[src/rtl/pipeline_ifp_gen.sv]
// Instruction-fetch-prepare PC generator: owns the fetch PC, issues epoch-tagged
// fetch requests to one of NUM_CH memory channels and bounds outstanding requests.
`ifndef DRAM_BASE_ADDR
`define DRAM_BASE_ADDR 64'h0000_0000_8000_0000
`endif

module pipeline_ifp_gen #(
  parameter int                       XLEN       = 64,
  parameter logic [XLEN-1:0]          RESET_PC   = '0,
  parameter int                       PC_STEP    = 4,
  parameter int                       NUM_CH     = 2,
  parameter logic [NUM_CH*XLEN-1:0]   CH_BASE    = {`DRAM_BASE_ADDR, 64'h0},
  parameter logic [NUM_CH*3-1:0]      CH_RD_CTRL = {3'b101, 3'b000},
  parameter int                       MAX_OUTST  = 2,
  localparam int                      CHW        = (NUM_CH > 1) ? $clog2(NUM_CH) : 1
) (
  input  logic            clk,
  input  logic            reset,
  input  logic            stall,
  input  logic            redirect_valid,
  input  logic [XLEN-1:0] redirect_pc,
  output logic            req_valid,
  input  logic            req_ready,
  output logic [XLEN-1:0] req_addr,
  output logic [CHW-1:0]  req_ch,
  output logic [2:0]      req_rd_ctrl,
  output logic            req_epoch,
  input  logic            rsp_valid,
  output logic [XLEN-1:0] pc_IFP,
  output logic [3:0]      outst_cnt,
  output logic            misalign_err,
  output logic            dbg_state_o
);

  // Handshake: a request transfers on a cycle where req_valid && req_ready; once
  // raised it holds with stable payload until that transfer or a redirect.

  typedef enum logic {BOOT = 1'b0, RUN = 1'b1} state_t;

  localparam logic [XLEN-1:0] LOW_MASK = XLEN'(PC_STEP - 1);
  localparam logic [XLEN-1:0] STEP_V   = XLEN'(PC_STEP);
  localparam logic [3:0]      MAX_V    = 4'(MAX_OUTST);

  state_t          state_q, state_d;
  logic [XLEN-1:0] fetch_pc_q, fetch_pc_d;
  logic [XLEN-1:0] pc_ifp_q, pc_ifp_d;
  logic            epoch_q, epoch_d;
  logic [3:0]      cnt_q, cnt_d;
  logic            pend_q, pend_d;
  logic            misalign_q, misalign_d;
  logic            accept;
  logic            rsp_dec;

  always_ff @(posedge clk) begin
    if (reset) begin
      state_q    <= BOOT;
      fetch_pc_q <= RESET_PC;
      pc_ifp_q   <= RESET_PC;
      epoch_q    <= 1'b0;
      cnt_q      <= 4'd0;
      pend_q     <= 1'b0;
      misalign_q <= 1'b0;
    end else begin
      state_q    <= state_d;
      fetch_pc_q <= fetch_pc_d;
      pc_ifp_q   <= pc_ifp_d;
      epoch_q    <= epoch_d;
      cnt_q      <= cnt_d;
      pend_q     <= pend_d;
      misalign_q <= misalign_d;
    end
  end

  // Channel decode: bases ascend, so the last base not above the PC wins.
  always_comb begin
    req_ch = '0;
    for (int i = 1; i < NUM_CH; i++) begin
      if (fetch_pc_q >= CH_BASE[i*XLEN +: XLEN]) req_ch = CHW'(i);
    end
    req_rd_ctrl = CH_RD_CTRL[int'(req_ch)*3 +: 3];
  end

  always_comb begin
    state_d    = state_q;
    fetch_pc_d = fetch_pc_q;
    pc_ifp_d   = pc_ifp_q;
    epoch_d    = epoch_q;
    cnt_d      = cnt_q;
    misalign_d = 1'b0;

    case (state_q)
      BOOT:    state_d = RUN;
      RUN:     state_d = RUN;
      default: state_d = BOOT;
    endcase

    // A pending request ignores stall; a fresh one needs a free slot.
    req_valid = (state_q == RUN) && (pend_q || (!stall && (cnt_q < MAX_V)));
    accept    = req_valid && req_ready;
    rsp_dec   = rsp_valid && (cnt_q != 4'd0);
    pend_d    = req_valid && !req_ready && !redirect_valid;

    case ({accept, rsp_dec})
      2'b10:   cnt_d = cnt_q + 4'd1;
      2'b01:   cnt_d = cnt_q - 4'd1;
      default: cnt_d = cnt_q;
    endcase

    if (accept) begin
      pc_ifp_d   = fetch_pc_q;
      fetch_pc_d = fetch_pc_q + STEP_V;
    end

    // Redirect overrides the sequential increment; the accepted request keeps the old epoch.
    if (redirect_valid) begin
      fetch_pc_d = redirect_pc & ~LOW_MASK;
      epoch_d    = ~epoch_q;
      misalign_d = |(redirect_pc & LOW_MASK);
    end
  end

  assign req_addr     = fetch_pc_q;
  assign req_epoch    = epoch_q;
  assign pc_IFP       = pc_ifp_q;
  assign outst_cnt    = cnt_q;
  assign misalign_err = misalign_q;
  assign dbg_state_o  = logic'(state_q);

endmodule

[config.mk]
export PLATFORM = sky130hd
export DESIGN_NAME = pipeline_ifp_gen
export DESIGN_NICKNAME = d
export VERILOG_FILES = /design/src/rtl/pipeline_ifp_gen.sv
export SDC_FILE = /design/constraint.sdc
export NUM_CORES = 1
export LEC_CHECK = 0
export CAP_MARGIN = 20
export CORE_MARGIN = 4
export CORE_UTILIZATION = 40
export DETAILED_ROUTE_END_ITERATION = 8
export GPL_ROUTABILITY_DRIVEN = 0
export PLACE_DENSITY = 0.71
export SYNTH_ARGS = -nofsm -noshare
export SYNTH_HDL_FRONTEND = slang
export SYNTH_SLANG_ARGS = --single-unit
[constraint.sdc]
create_clock -name clk -period 7.3 [get_ports clk]
set_input_delay 1.095 -clock clk [delete_from_list [all_inputs] [get_ports clk]]
set_output_delay 1.095 -clock clk [all_outputs]
set_load 0.02 [all_outputs]
==> results of run 1 <==
-- cells in the final DEF, fill, tap and decap left out, drive strengths merged, types with 5 or more instances in the layout --
| cell type | count |
|---|---|
| xor2 | 9 |
| o21ai | 16 |
| xnor2 | 22 |
| conb | 5 |
| nand2 | 169 |
| or2 | 5 |
| a21oi | 70 |
| or4 | 18 |
| clkdlybuf4s50 | 203 |
| nor2 | 68 |
| clkbuf | 23 |
| dfxtp | 132 |
| or3 | 15 |
| buf | 8 |
| a211oi | 24 |
| inv | 14 |
| and4 | 10 |
| o211ai | 5 |
| a311oi | 20 |
| and3 | 14 |
| nor4 | 25 |
| ha | 5 |
| nand3 | 31 |
| o31ai | 13 |
| nand4 | 22 |
| nor3 | 17 |
-- how the worst max path moves through the flow --
stage,start,end
after CTS,stall,req_addr[47]$_SDFFE_PP0P_
after global routing,stall,req_addr[47]$_SDFFE_PP0P_
after global placement,stall,req_addr[47]$_SDFFE_PP0P_
final,stall,req_addr[47]$_SDFFE_PP0P_
after detailed placement,stall,req_addr[47]$_SDFFE_PP0P_
after floorplan,req_ready,outst_cnt[3]$_SDFFE_PP0P_
-- critical path: stages --
cell	delay (ns)
clkdlybuf4s50_1	0.44
nor4_4	0.34
o21a_2	0.20
inv_2	0.22
buf_4	0.39
or4_1	0.66
or4_1	0.49
a311oi_1	0.26
-- routing by layer --
metal,vias up,share of wire,wire length [um]
met5,-,0,0
met4,0,0.012,252
li1,3318,-,-
met1,3219,0.45,9628
met2,251,0.46,9969
met3,24,0.076,1623
-- layout make-up --
type / count / area share
Multi-Input combinational cell: 625 / 0.3873
Clock inverter: 5 / 0.008461
Clock buffer: 23 / 0.05213
Inverter: 15 / 0.006277
Timing Repair Buffer: 211 / 0.2282
Sequential cell: 132 / 0.2882
Tap cell: 216 / 0.02948
-- synthesized netlist by cell type (2+ instances only) --
| library cell | count |
|---|---|
| nor4_1 | 24 |
| or4b_2 | 2 |
| or4_1 | 17 |
| o211ai_1 | 5 |
| buf_1 | 8 |
| nor3_1 | 17 |
| nor3b_1 | 3 |
| a21oi_1 | 70 |
| o211a_1 | 2 |
| nor2_1 | 68 |
| or3_1 | 14 |
| o21a_1 | 4 |
| a311oi_1 | 20 |
| a32oi_1 | 4 |
| a2111oi_0 | 2 |
| dfxtp_1 | 132 |
| o311ai_0 | 2 |
| nand2_1 | 169 |
| xnor2_1 | 22 |
| or2_2 | 5 |
| and2_1 | 2 |
| o2111a_1 | 4 |
| o31ai_1 | 13 |
| o41a_1 | 2 |
| inv_1 | 14 |
| and3_1 | 14 |
| and4_1 | 10 |
| o21ai_0 | 16 |
| nand4_1 | 21 |
| a211oi_1 | 24 |
| ha_1 | 5 |
| buf_4 | 7 |
| clkbuf_1 | 47 |
| nand3_1 | 31 |
| xor2_1 | 9 |
-- cells by family (layout without fill, tap and decap cells) --
group | after synthesis | after routing | synth area share
multiplexers | 2 | 2 | 0.003265
adder cells (fa/ha/maj) | 6 | 6 | 0.01268
AND/OR/NAND/NOR | 406 | 406 | 0.3045
AO/OA/AOI/OAI | 175 | 175 | 0.1800
buffers and inverters | 80 | 254 | 0.05167
flip-flops | 132 | 132 | 0.4057
other | 1 | 5 | 0.0005757
XOR/XNOR | 31 | 31 | 0.04168
-- power by group through the flow --
stage | Clock [W] | Sequential [W] | Combinational (W)
6_report | 0.000819 | 0.000835 | 0.000364
5_1_grt | 0.000866 | 0.000844 | 0.000394
4_1_cts | 0.000831 | 0.000834 | 0.000366
3_5_place_dp | 0 | 0.000848 | 0.000364
3_3_place_gp | 0 | 0.000848 | 0.000358
2_1_floorplan | 0 | 0.000876 | 0.000160
-- metrics by stage --
step	instance area, sq um	instances	setup slack, ns	utilization	hold WS [ns]
after floorplan	6529	837	3.820	-	0.5345
after global placement	8613	1199	3.145	0.5403	0.4414
after detailed placement	8613	1199	3.052	0.5403	0.4462
after CTS	9169	1227	3.472	0.5751	0.4539
after global routing	9169	1227	3.295	0.5751	0.4707
final	9169	1227	3.504	0.5751	0.4518
-- flip-flops by register name, indices dropped and copies added (netlist names) --
signal        count
pend_q            1
outst_cnt         4
req_addr         62
misalign_err      1
pc_IFP           62
req_epoch         1
dbg_state_o       1
==> impl_metrics.env, run 1 <==
export IMPL_outcome="complete, no violations"
export IMPL_grtUsageMet1=0.3157
export IMPL_grt_pass1_vias=6420
export IMPL_fin_crit_sh=0.5200
export IMPL_ys_ff_latch=132
export IMPL_cts_resized=0
export IMPL_synthTopCellsByArea="dfxtp_1 (41%), nand2_1 (9.7%), a21oi_1 (5.4%), nor2_1 (3.9%), xnor2_1 (3.0%)"
export IMPL_drt_total_wl_um=21470
export IMPL_dp_hpwl_um=14950
export IMPL_max_cap_violations=0
export IMPL_core_rowCount=46
export IMPL_cts_sinks=132
export IMPL_grt_use_total=0.2315
export IMPL_power_share_combinational=0.180
export IMPL_finalNetCount=1078
export IMPL_cts_tree="yes"
export IMPL_slew_violations=0
export IMPL_numPortBuffers=204
export IMPL_worstHoldStart="pc_IFP[50]$_SDFFE_PP0P_"
export IMPL_vias=6812
export IMPL_grt_first_pass_wirelength_um=34210
export IMPL_finalSetupTns_ns=0
export IMPL_gr_total_overflow=0
export IMPL_busiest_layer="met2"
export IMPL_postCtsHoldBufs=0
export IMPL_min_period_ns=3.796
export IMPL_drt_pass1_iterations=5
export IMPL_required_ns=7.62
export IMPL_power_frac_seq=0.414
export IMPL_reg2reg_from="outst_cnt[1]$_SDFFE_PP0P_"
export IMPL_cts_root_buffer="clkbuf_16"
export IMPL_synth_edf_count=0
export IMPL_synth_top_cell_by_area="dfxtp_1"
export IMPL_synthFlopType="dfxtp_1"
export IMPL_cts_buffers=17
export IMPL_n_antenna_cell=0
export IMPL_worst_pin_slew_ns=0.9391
export IMPL_fmax_ghz=0.2634
export IMPL_switchingPower_w=0.0005639
export IMPL_grt_max_degree=88
export IMPL_worstPathArrival_ns=4.11
export IMPL_drc=0
export IMPL_ant_nets=0
export IMPL_hold_viol_final=0
export IMPL_skew_ns=0.01327
export IMPL_holdPathEnd="pc_IFP[50]$_SDFFE_PP0P_"
export IMPL_grt_antenna_before_repair=0
export IMPL_avgSynthCellArea_sq_um=7.820
export IMPL_fp_dieH_um=135.6
export IMPL_synth_area_sq_mm=0.006514
export IMPL_clock_path_buffers=2
export IMPL_crit_fanout=44
export IMPL_die_width_um=135.6
export IMPL_hold_depth=2
export IMPL_p_sw_frac=0.2795
export IMPL_use_met2=0.3612
export IMPL_gr_usage_met3=0.06501
export IMPL_ir_drop_mv=0.1558
export IMPL_leakage_nw=2.980
export IMPL_power_density_mw_per_mm2=220.0
export IMPL_io_pins=210
export IMPL_syn_inst=833
export IMPL_nFillCells=1459
export IMPL_ys_types=59
export IMPL_die_area_sq_mm=0.01839
export IMPL_first_iter_violations=515
export IMPL_wl_per_cell_um=17.50
export IMPL_seqCellArea_sq_mm=0.002643
export IMPL_slew_headroom=0.3740
export IMPL_cts_setup_buffers=0
export IMPL_min_path_type="reg -> reg"
export IMPL_htree_levels=4
export IMPL_yosys_area_top_type_share=0.4057
export IMPL_post_route_cells_drive_above_1_share=0.04946
export IMPL_report_final_setup_viol=0
export IMPL_core_sq_mm=0.01594
export IMPL_worst_setup_path_type="in -> reg"
export IMPL_end_kind="flop"
export IMPL_cp_start_kind="input pin"
export IMPL_yosys_warnings=0
export IMPL_p_total_w=0.002017
export IMPL_p_int_w=0.001453
export IMPL_r2r_end="req_addr[47]$_SDFFE_PP0P_"
export IMPL_async_flop_share=0
export IMPL_yosysSeqAreaShare=0.4057
export IMPL_ff2ff_path_depth=7
export IMPL_syn_to_final_growth_pct=40.76
export IMPL_multiInputGateArea_sq_mm=0.003551
export IMPL_viasPerCell=5.552
export IMPL_r2r_setup_slack_ns=4.12
export IMPL_cts_clk_slew_worst_paths_ns=0.05
export IMPL_pwr_share_clk=0.406
export IMPL_initial_core_util=0.4086
export IMPL_clock_latency_ns=0.42
export IMPL_rsz0062_at_grt="no"
Power figures use the tool's default switching activity.
==> inputs of run 2 (changes only) <==
==> constraint.sdc (replaced) <==
create_clock -name clk -period 3.7 [get_ports clk]
set_input_delay 0.555 -clock clk [delete_from_list [all_inputs] [get_ports clk]]
set_output_delay 0.555 -clock clk [all_outputs]
set_load 0.02 [all_outputs]
==> impl_metrics.env, run 2 (synthesis gave the netlist of run 1 again) <==
export IMPL_fp_dieH_um=135.6
export IMPL_p_sw_frac=0.2800
export IMPL_numPortBuffers=204
export IMPL_drt_pass1_iterations=8
export IMPL_power_frac_seq=0.401
export IMPL_seqCellArea_sq_mm=0.002643
export IMPL_drc=0
export IMPL_fmax_ghz=0.3172
export IMPL_min_period_ns=3.152
export IMPL_stdcell_area_sq_mm=0.009256
export IMPL_rsz0062_at_grt="no"
export IMPL_post_route_cells_drive_above_1_share=0.05686
export IMPL_cpMostUsedCell="nor4_1"
export IMPL_io_pins=210
export IMPL_grt_max_degree=73
export IMPL_htree_levels=4
export IMPL_cts_buffers=17
export IMPL_p_int_w=0.002955
export IMPL_power_share_combinational=0.175
export IMPL_required_ns=3.14
export IMPL_clock_latency_ns=0.42
export IMPL_power_density_mw_per_mm2=443.3
export IMPL_cp_start_kind="flop"
export IMPL_syn_to_final_growth_pct=42.11
export IMPL_ir_drop_mv=0.2966
export IMPL_cts_setup_buffers=0
export IMPL_viasPerCell=5.529
export IMPL_pwr_share_clk=0.424
export IMPL_slowest_delay_ns=0.59
export IMPL_p_total_w=0.004104
export IMPL_critPathSlowestCell="clkdlybuf4s50_1"
export IMPL_cts_resized=0
export IMPL_fin_hold_ws_ns=0.4516
export IMPL_grt_first_pass_wirelength_um=34280
export IMPL_max_cap_violations=0
export IMPL_min_path_type="reg -> reg"
export IMPL_crit_chain="nor4_1 -> nand4_1 -> nor4_1 -> nand2_1 -> clkdlybuf4s50_1"
export IMPL_gr_total_overflow=0
export IMPL_final_common_cell="clkdlybuf4s50_1"
export IMPL_die_width_um=135.6
export IMPL_grt_pass1_vias=6498
export IMPL_outcome="complete, no violations"
export IMPL_initial_core_util=0.4086
export IMPL_core_sq_mm=0.01594
export IMPL_nFillCells=1482
export IMPL_finalNetCount=1083
export IMPL_ant_nets=0
export IMPL_clock_path_buffers=2
export IMPL_cts_sinks=132
export IMPL_hold_viol_final=0
export IMPL_vias=6834
export IMPL_cts_clk_slew_worst_paths_ns=0.06
export IMPL_cts_tree="yes"
export IMPL_dp_hpwl_um=15160
export IMPL_grt_use_total=0.2322
export IMPL_worstPathArrival_ns=2.60
export IMPL_switchingPower_w=0.001149
export IMPL_crit_fanout=8
export IMPL_report_final_setup_viol=0
export IMPL_slew_headroom=0.4862
export IMPL_die_area_sq_mm=0.01839
export IMPL_end_kind="primary output"
export IMPL_leakage_nw=3.024
export IMPL_skew_ns=0.009477
export IMPL_wl_per_cell_um=17.49
export IMPL_n_antenna_cell=0
export IMPL_core_rowCount=46
export IMPL_finalSetupTns_ns=0
export IMPL_worst_pin_slew_ns=0.7707
export IMPL_grt_antenna_before_repair=0
export IMPL_drt_total_wl_um=21620
export IMPL_slew_violations=0
export IMPL_worst_setup_path_type="reg -> out"
export IMPL_multiInputGateArea_sq_mm=0.003551
export IMPL_mostFrequentLayoutCells="clkdlybuf4s50_1 (203), nand2_1 (169), dfxtp_1 (132)"
export IMPL_fin_crit_sh=0.8520
export IMPL_cts_root_buffer="clkbuf_16"
export IMPL_post_dp_cell_area_sq_mm=0.008651
export IMPL_first_iter_violations=531
export IMPL_postCtsHoldBufs=0
-- run 2: power groups by stage --
stage / combinational [W] / sequential [W] / clock, W
after global routing: 0.000785 / 0.00166 / 0.00183
after global placement: 0.000710 / 0.00167 / 0
after detailed placement: 0.000718 / 0.00167 / 0
after CTS: 0.000722 / 0.00164 / 0.00177
after floorplan: 0.000316 / 0.00173 / 0
final: 0.000717 / 0.00165 / 0.00174
-- run 2: cell type report --
| class | instances | area share |
|---|---|---|
| clock buffers | 24 | 0.05204 |
| clock inverters | 8 | 0.01338 |
| inverters | 15 | 0.006218 |
| multi-input cells | 625 | 0.3836 |
| flip-flops and latches | 132 | 0.2855 |
| well taps | 216 | 0.02920 |
| repair buffers | 216 | 0.2301 |
-- run 2: path summary, 6_finish.rpt --
check	to	slack, ns	startpoint	cells past startpoint
hold reg to reg	pc_IFP[51]$_SDFFE_PP0P_	0.45	pc_IFP[51]$_SDFFE_PP0P_	2
setup reg to reg	req_addr[56]$_SDFFE_PP0P_	0.86	req_addr[13]$_SDFFE_PP0P_	5
setup / recovery	req_rd_ctrl[2]	0.55	req_addr[40]$_SDFFE_PP0P_	5
hold / removal	pc_IFP[51]$_SDFFE_PP0P_	0.45	pc_IFP[51]$_SDFFE_PP0P_	2
-- run 2: worst max-delay path, delay by kind of cell, from the launching register on --
kind          cells  cell delay (ns)
buf+inv           1             0.59
flops             1             0.38
simple gates      4             1.21
-- run 2: stage by stage --
stage          instances  utilization  setup WS, ns
6_report            1236       0.5806        0.5477
5_1_grt             1236       0.5806        0.4071
4_1_cts             1236       0.5806        0.5840
3_5_place_dp        1204       0.5426        0.5780
3_3_place_gp        1204       0.5426        0.6311
2_1_floorplan        837            -        0.7600
-- run 2: metal layers --
layer | vias to the layer above | GRT usage | wire length (um)
met2 | 267 | 0.3634 | 9848
met3 | 34 | 0.06278 | 1623
met4 | 0 | 0.06943 | 343
met1 | 3177 | 0.3143 | 9807
li1 | 3356 | - | -
met5 | - | 0 | 0
